===== config.mk =====
export PLATFORM = sky130hd
export DESIGN_NAME = puf_vote_reader
export DESIGN_NICKNAME = d
export VERILOG_FILES = /design/src/rtl/puf_vote_reader.sv
export SDC_FILE = /design/constraint.sdc
export NUM_CORES = 1
export LEC_CHECK = 0
export ABC_CLOCK_PERIOD_IN_PS = 5000
export CAP_MARGIN = 20
export CORE_MARGIN = 2
export CORE_UTILIZATION = 40
export DETAILED_ROUTE_END_ITERATION = 6
export PLACE_DENSITY = 0.87
export SKIP_LAST_GASP = 1
export SYNTH_ARGS = -nofsm -noshare
export SYNTH_HDL_FRONTEND = slang
export SYNTH_SLANG_ARGS = --single-unit

===== constraint.sdc =====
create_clock -name clk -period 5 [get_ports clk]
set_clock_uncertainty 0.2 [all_clocks]
set_input_delay 1.25 -clock clk [delete_from_list [all_inputs] [get_ports clk]]
set_output_delay 1.25 -clock clk [all_outputs]
set_load 0.01 [all_outputs]

===== src/rtl/puf_vote_reader.sv =====
// ----------------------------------------------------------------------------
// puf_vote_reader
//
// Read-path controller for the latch-PUF cell array. A host request names a
// word address. The controller pulses the shared START line low to re-excite
// every cell, lets the cells settle, and captures the addressed word. It does
// this NUM_SAMPLES times, keeping a per-bit count of ones. From the final
// counts it returns a majority-voted word, a per-bit instability mask (bits
// whose samples disagreed) and the popcount of that mask. The result is handed
// to the host with a valid/ready handshake.
//
// Ports:
//   clk           rising-edge clock
//   reset         asynchronous, active-high reset
//   req           read request, taken only while busy=0 and valid=0
//   addr          word address, latched when the request is taken
//   busy          high from acceptance until the result is handed off
//   valid         result available on data/unstable/unstable_cnt
//   ready         host takes the result when valid is high
//   data          majority-voted word
//   unstable      bit i set when the samples for bit i disagreed
//   unstable_cnt  number of set bits in unstable
//   cell_start    START drive to every PUF cell (low for one cycle re-excites)
//   cell_bits     flattened cell outputs, word a at [a*OUT_BITS +: OUT_BITS]
// ----------------------------------------------------------------------------
module puf_vote_reader #(
   parameter int ADDR_BITS     = 4,
   parameter int OUT_BITS      = 8,
   parameter int NUM_SAMPLES   = 5,
   parameter int SETTLE_CYCLES = 4
) (
   input  logic                                clk,
   input  logic                                reset,
   input  logic                                req,
   input  logic [ADDR_BITS-1:0]                addr,
   output logic                                busy,
   output logic                                valid,
   input  logic                                ready,
   output logic [OUT_BITS-1:0]                 data,
   output logic [OUT_BITS-1:0]                 unstable,
   output logic [$clog2(OUT_BITS+1)-1:0]       unstable_cnt,
   output logic                                cell_start,
   input  logic [(2**ADDR_BITS)*OUT_BITS-1:0]  cell_bits
);

   // Counter widths. The sample index and the one-counters both have to
   // reach NUM_SAMPLES, so they share a width that can never overflow; using
   // NUM_SAMPLES+1 also keeps the width non-zero when NUM_SAMPLES is 1.
   localparam int CNT_W = $clog2(NUM_SAMPLES + 1);
   localparam int SET_W = $clog2(SETTLE_CYCLES + 1);
   localparam int UC_W  = $clog2(OUT_BITS + 1);

   typedef enum logic [2:0] {
      IDLE,
      ARM,
      SETTLE,
      SAMPLE,
      DONE
   } stateType;

   stateType             state, nextState;
   logic [ADDR_BITS-1:0] lAddr, nextLAddr;
   logic [CNT_W-1:0]     sampleIdx, nextSampleIdx;
   logic [SET_W-1:0]     settleCnt, nextSettleCnt;
   logic [CNT_W-1:0]     oneCnt     [OUT_BITS];
   logic [CNT_W-1:0]     nextOneCnt [OUT_BITS];
   logic [CNT_W-1:0]     cntPlus    [OUT_BITS];
   logic                 nextBusy, nextValid, nextCellStart;
   logic [OUT_BITS-1:0]  nextData, nextUnstable;
   logic [UC_W-1:0]      nextUnstableCnt;
   logic [OUT_BITS-1:0]  sampledWord;
   logic [OUT_BITS-1:0]  voteData, voteUnstable;
   logic [UC_W-1:0]      votePop;

   // The addressed word as the cells present it right now. Only the SAMPLE
   // state ever folds it into the counters.
   assign sampledWord = cell_bits[int'(lAddr)*OUT_BITS +: OUT_BITS];

   // Counts including the capture about to happen, and the vote derived from
   // them. The vote is taken from these rather than the stored counts so the
   // final sample is included in the result registered on entry to DONE.
   // A strict "more than half" test makes an even-N tie resolve to 0.
   always_comb begin
      voteData     = '0;
      voteUnstable = '0;
      votePop      = '0;
      for (int i = 0; i < OUT_BITS; i++) begin
         cntPlus[i]      = oneCnt[i] + CNT_W'(sampledWord[i]);
         voteData[i]     = (2 * int'(cntPlus[i])) > NUM_SAMPLES;
         voteUnstable[i] = (cntPlus[i] != '0) &&
                           (cntPlus[i] != CNT_W'(NUM_SAMPLES));
         votePop         = votePop + UC_W'(voteUnstable[i]);
      end
   end

   // Next-state and next-output logic. Every output is registered, so this
   // block computes the value each register takes at the coming edge.
   // cell_start follows the state being entered: low only while in ARM, which
   // is what produces the single-cycle re-excite pulse per sample.
   always_comb begin
      nextState       = state;
      nextLAddr       = lAddr;
      nextSampleIdx   = sampleIdx;
      nextSettleCnt   = settleCnt;
      nextOneCnt      = oneCnt;
      nextBusy        = busy;
      nextValid       = valid;
      nextData        = data;
      nextUnstable    = unstable;
      nextUnstableCnt = unstable_cnt;

      case (state)
         IDLE: begin
            if (req) begin
               nextLAddr     = addr;
               nextSampleIdx = '0;
               for (int i = 0; i < OUT_BITS; i++) begin
                  nextOneCnt[i] = '0;
               end
               nextBusy  = 1'b1;
               nextState = ARM;
            end
         end
         ARM: begin
            nextSettleCnt = '0;
            nextState     = SETTLE;
         end
         SETTLE: begin
            if (settleCnt == SET_W'(SETTLE_CYCLES - 1)) begin
               nextState = SAMPLE;
            end else begin
               nextSettleCnt = settleCnt + SET_W'(1);
            end
         end
         SAMPLE: begin
            nextOneCnt = cntPlus;
            if (sampleIdx == CNT_W'(NUM_SAMPLES - 1)) begin
               nextData        = voteData;
               nextUnstable    = voteUnstable;
               nextUnstableCnt = votePop;
               nextValid       = 1'b1;
               nextState       = DONE;
            end else begin
               nextSampleIdx = sampleIdx + CNT_W'(1);
               nextState     = ARM;
            end
         end
         DONE: begin
            // Going back through IDLE means a request cannot be taken on the
            // handoff edge itself; the earliest acceptance is the edge after.
            if (ready) begin
               nextValid = 1'b0;
               nextBusy  = 1'b0;
               nextState = IDLE;
            end
         end
         default: begin
            nextState = IDLE;
         end
      endcase

      nextCellStart = (nextState != ARM);
   end

   // State and output registers. Reset clears everything at once, so an
   // in-flight result is dropped and valid falls without waiting for a clock.
   always_ff @(posedge clk or posedge reset) begin
      if (reset) begin
         state        <= IDLE;
         lAddr        <= '0;
         sampleIdx    <= '0;
         settleCnt    <= '0;
         for (int i = 0; i < OUT_BITS; i++) begin
            oneCnt[i] <= '0;
         end
         busy         <= 1'b0;
         valid        <= 1'b0;
         data         <= '0;
         unstable     <= '0;
         unstable_cnt <= '0;
         cell_start   <= 1'b0;
      end else begin
         state        <= nextState;
         lAddr        <= nextLAddr;
         sampleIdx    <= nextSampleIdx;
         settleCnt    <= nextSettleCnt;
         oneCnt       <= nextOneCnt;
         busy         <= nextBusy;
         valid        <= nextValid;
         data         <= nextData;
         unstable     <= nextUnstable;
         unstable_cnt <= nextUnstableCnt;
         cell_start   <= nextCellStart;
      end
   end

endmodule


==> results.md <==
- The initial antenna violation count was 0.
- No sink is reached through more buffers than the 2 on the longest clock path.
- The critical path arrival is around 5.3 ns.
- In the synthesized netlist, the number of instances is approximately 360.
- Setup slack on the critical path of the routed design comes to -0.245 ns.
- After detailed routing, the number of remaining DRC violations is 0.
- STA classifies the critical path endpoint as a flip-flop.
- The max-slew headroom at the worst pin is 0.421.
- After routing the design area is about 0.0061 mm².
- The initial utilization of the core area, before any placement, comes to 0.405.
- The number of clock buffers added by TritonCTS is 9.
- The fraction of power consumed by the clock network is 0.094.
- The synthesized netlist contains 44 unique library cells.
- After filler insertion, the fill cell instance count of the layout stands at between 800 and 900.
- The total half-perimeter wirelength after legalization and detailed placement is roughly 9400 µm.
- For this run, the number of Yosys warnings is 0.
- At the pin with the least slew margin, the transition time is around 0.87 ns.
- The number of hold violations in the final report is 0.
- The share of the Yosys chip area taken by registers is 0.364.
- The total number of vias is about 3.6k.
- The main flop type after synthesis is sky130_fd_sc_hd__dfrtp_1.
- The pre-antenna-repair detailed-routing pass consisted of 5 iterations.
- The combinational fraction of design power is 0.718.
- The number of max-slew violations in the final report is 0.
- The via count of the first global-routing pass is 3892.
- Setup repair after global routing could not meet its margin everywhere.
- The clock latency of the later-clocked register in the worst-skew pair is between 0.3 and 0.4 ns.
- For this block, the routed nets add up to approximately 12000 µm of wire.
- The maximum vdd ir drop is 604 µV.
- The proportion of synthesized flip-flops having asynchronous set or reset is 1.00.
- The power density of the placed cells is roughly 700 mW/mm².
- The die is 106 µm tall.
- The worst hold-check path type is reg -> reg.
- Internal power comes to around 0.0024 W.
- Clock tree synthesis selected as its root buffer the cell sky130_fd_sc_hd__clkbuf_8.
- Summing every instance area after synthesis gives about 0.0041 mm².
- In the final layout, the share of cells above drive strength 1 is 0.274.
- Summed over all instances, the cell type with the most area after synthesis is sky130_fd_sc_hd__dfrtp_1.
- In this run the mean area of a mapped cell was 11.4 µm².
- Setup violations remaining at the end of the flow were counted as 2.
- The run finished, with violations left.
- The weighted congestion reported at the end of routability-driven placement is around 0.79.
- The routed design could run at a clock period as short as 5.25 ns.
- The final clock period utilization by the worst path is 1.05.
- The die is 106 µm wide.
- The most common library cell in the layout ignoring fill and taps is sky130_fd_sc_hd__clkdlybuf4s50_1.
- In this run, synthesis inferred 0 flip-flops with an integrated enable.
- The quantity of I/O buffers inserted on ports is roughly 160.
- The tool flagged a number of max-cap violations equal to 0.
- In this run the core area contains 37 standard-cell rows.
- The cell area after placement is about 0.0060 mm².
- The antenna diode instance count is 0.
- The fraction of post-synthesis cell area in the top cell type by area is 0.364.
- The detailed-route wire length per cell is 17.9 µm.
- The power spent charging and discharging nets is roughly 0.0018 W.
- The highest clock rate is between 150 and 200 MHz.
- The clock tree from TritonCTS is built.
- The clock transition at the registers of the reported paths is around 0.060 ns.
- Of the total power, the share spent switching nets is 0.427.
- The data required time of the critical path is about 5 ns.
- In the routed layout, each cell is associated on average with a via count of about 5.4.
- The post-route antenna net violation count is 0.
- Yosys attributes the largest share of cell area to sky130_fd_sc_hd__dfrtp_1 36%, sky130_fd_sc_hd__mux4_1 11%, sky130_fd_sc_hd__mux4_2 8.2%, sky130_fd_sc_hd__ha_1 7.0%, sky130_fd_sc_hd__nand2_1 5.6%.
- The checks that failed: setup timing.
- The total number of nets in the final design is ~700.
- In this run, post-CTS hold repair placed 0 buffers.
- By startpoint and endpoint, the worst setup path is classified as in -> reg.
- The kind of start point of the critical path is an input port.
- Summed over all cells, the static leakage comes to between 2 and 3 nW.
- In the final timing run, aggregate negative setup slack is -0.459 ns.
- In the layout the commonest cells are 110 x sky130_fd_sc_hd__clkdlybuf4s50_1, 60 x sky130_fd_sc_hd__nand2_1, 59 x sky130_fd_sc_hd__dfrtp_1.
- The share of total power dissipated in sequential elements is 0.189.
- The pin count of the biggest net entering global routing is 43.
- The area of the core is 0.0102 mm².
- The first global-routing pass estimated between 15000 and 20000 µm of wire.
- The number of DRC markers after the initial detailed-route iteration is 200.
- The area enclosed by the die boundary is about 0.011 mm².
- Across every metal layer, demand over resource in global routing totals 0.222.
- The depth of the CTS H-tree is 3.
- The overall overflow remaining after global route is 0.
- From synthesis to final layout, the design area changed by 48.4%.
- Pin placement for this block handled 159 I/O pins.
- Synthesis produced a netlist with a net count of approximately 520.
- The total power is approximately 0.0043 W.
- In this run the worst path has a maximum fanout of 2.
- The count of clock tree sinks is 60.
- The number of flip-flops and latches in the synthesized netlist is 60.
-- flip-flops by register name (all words and copies together), names as in the netlist --
name	count
unstable	8
sampleIdx	3
cell_start	1
unstable_cnt	4
oneCnt	24
valid	1
state	3
settleCnt	3
data	8
busy	1
lAddr	4
-- routing by layer --
metal	global-route usage	vias to the layer above	wire, µm
met2	0.393	167	6390
met3	0.0445	18	782
met5	0	-	0
li1	-	1678	-
met1	0.273	1780	4720
met4	0.0705	0	214
-- area by class of cell --
| type | instances | area, µm² | share of cell area |
|---|---|---|---|
| Multi-Input combinational cell | 264 | 2540 | 0.416 |
| Timing Repair Buffer | 186 | 1670 | 0.273 |
| Sequential cell | 60 | 1500 | 0.246 |
| Tap cell | 136 | 170 | 0.0278 |
| Clock buffer | 13 | 169 | 0.0276 |
| Inverter | 15 | 56.3 | 0.00920 |
| Clock inverter | 2 | 10.0 | 0.00164 |
-- critical path, stage by stage --
cell,delay [ns]
sky130_fd_sc_hd__clkdlybuf4s50_1,0.45
sky130_fd_sc_hd__mux4_2,0.48
sky130_fd_sc_hd__a22oi_2,0.20
sky130_fd_sc_hd__nand2_1,0.11
sky130_fd_sc_hd__ha_1,0.22
sky130_fd_sc_hd__ha_2,0.20
sky130_fd_sc_hd__xnor2_2,0.19
sky130_fd_sc_hd__xnor2_1,0.16
sky130_fd_sc_hd__nor2_1,0.07
sky130_fd_sc_hd__buf_4,0.15
sky130_fd_sc_hd__fa_1,0.55
sky130_fd_sc_hd__fa_1,0.42
sky130_fd_sc_hd__inv_2,0.08
sky130_fd_sc_hd__ha_4,0.13
sky130_fd_sc_hd__inv_2,0.03
sky130_fd_sc_hd__fa_2,0.50
sky130_fd_sc_hd__o21ai_1,0.05
-- synth_stat cells, types with 2 or more instances --
cell type                          n
sky130_fd_sc_hd__nor3_1            2
sky130_fd_sc_hd__clkbuf_1          3
sky130_fd_sc_hd__mux4_2           15
sky130_fd_sc_hd__o21ai_0          35
sky130_fd_sc_hd__ha_1             23
sky130_fd_sc_hd__xor2_1            6
sky130_fd_sc_hd__nand2b_1          2
sky130_fd_sc_hd__xnor2_1          12
sky130_fd_sc_hd__buf_4             4
sky130_fd_sc_hd__mux2_4            2
sky130_fd_sc_hd__clkdlybuf4s25_2   3
sky130_fd_sc_hd__nor2_1           20
sky130_fd_sc_hd__nand3b_1          2
sky130_fd_sc_hd__buf_2             5
sky130_fd_sc_hd__a22o_1           16
sky130_fd_sc_hd__nand2_1          61
sky130_fd_sc_hd__inv_1            15
sky130_fd_sc_hd__a22oi_1          17
sky130_fd_sc_hd__buf_6             6
sky130_fd_sc_hd__a21o_1            2
sky130_fd_sc_hd__mux4_1           17
sky130_fd_sc_hd__dfrtp_1          60
sky130_fd_sc_hd__a21oi_1           5
sky130_fd_sc_hd__fa_1              4
sky130_fd_sc_hd__mux2_2            5
-- cell families after synthesis --
logic type	synth area share
buffers and inverters	0.0546
and+or+nand+nor	0.113
muxes	0.211
adders and majority gates	0.0892
xor gates and xnor gates	0.0382
AOI/OAI and AO/OA	0.130
DFF	0.364
-- what timing repair did --
item                                    in CTS  in global routing
buffers inserted                             3                  3
endpoints found under the setup margin       4                  4
gates resized for setup                    148                 30
pin swaps                                   24                 19
-- final timing paths --
check / startpoint / to / cells past startpoint / slack, ns
setup / recovery: cell_bits[13] / unstable_cnt[1]$_DFFE_PP0P_ / 17 / -0.25
hold / removal: data[2]$_DFFE_PP0P_ / data[2]$_DFFE_PP0P_ / 1 / 0.28
setup reg to reg: lAddr[0]$_DFFE_PP0P_ / unstable_cnt[1]$_DFFE_PP0P_ / 17 / 0.20
hold reg to reg: data[2]$_DFFE_PP0P_ / data[2]$_DFFE_PP0P_ / 1 / 0.28
max in group asynchronous: reset / oneCnt[7]$_DFFE_PP0P_ / 3 / 2.58
min in group asynchronous: reset / data[7]$_DFFE_PP0P_ / 2 / 1.21
-- power groups by stage --
stage | sequential [W] | clock (W) | combinational, W
final | 0.000806 | 0.000401 | 0.00307
after global routing | 0.000828 | 0.000430 | 0.00346
after CTS | 0.000803 | 0.000409 | 0.00304
after detailed placement | 0.000811 | 0 | 0.00295
after global placement | 0.000795 | 0 | 0.00285
after floorplan | 0.000798 | 0 | 0.00212
-- stage by stage --
stage               setup slack [ns]   util  instances  hold WS, ns
floorplan                     -0.238      -        361        0.270
global placement              -0.959  0.585        654        0.262
finish                        -0.245  0.601        676        0.280
global route                  -0.362  0.601        676        0.313
CTS                           -0.260  0.598        672        0.286
detailed placement             -1.02  0.585        654        0.273
Note: power is estimated with default switching activity, not from simulation.
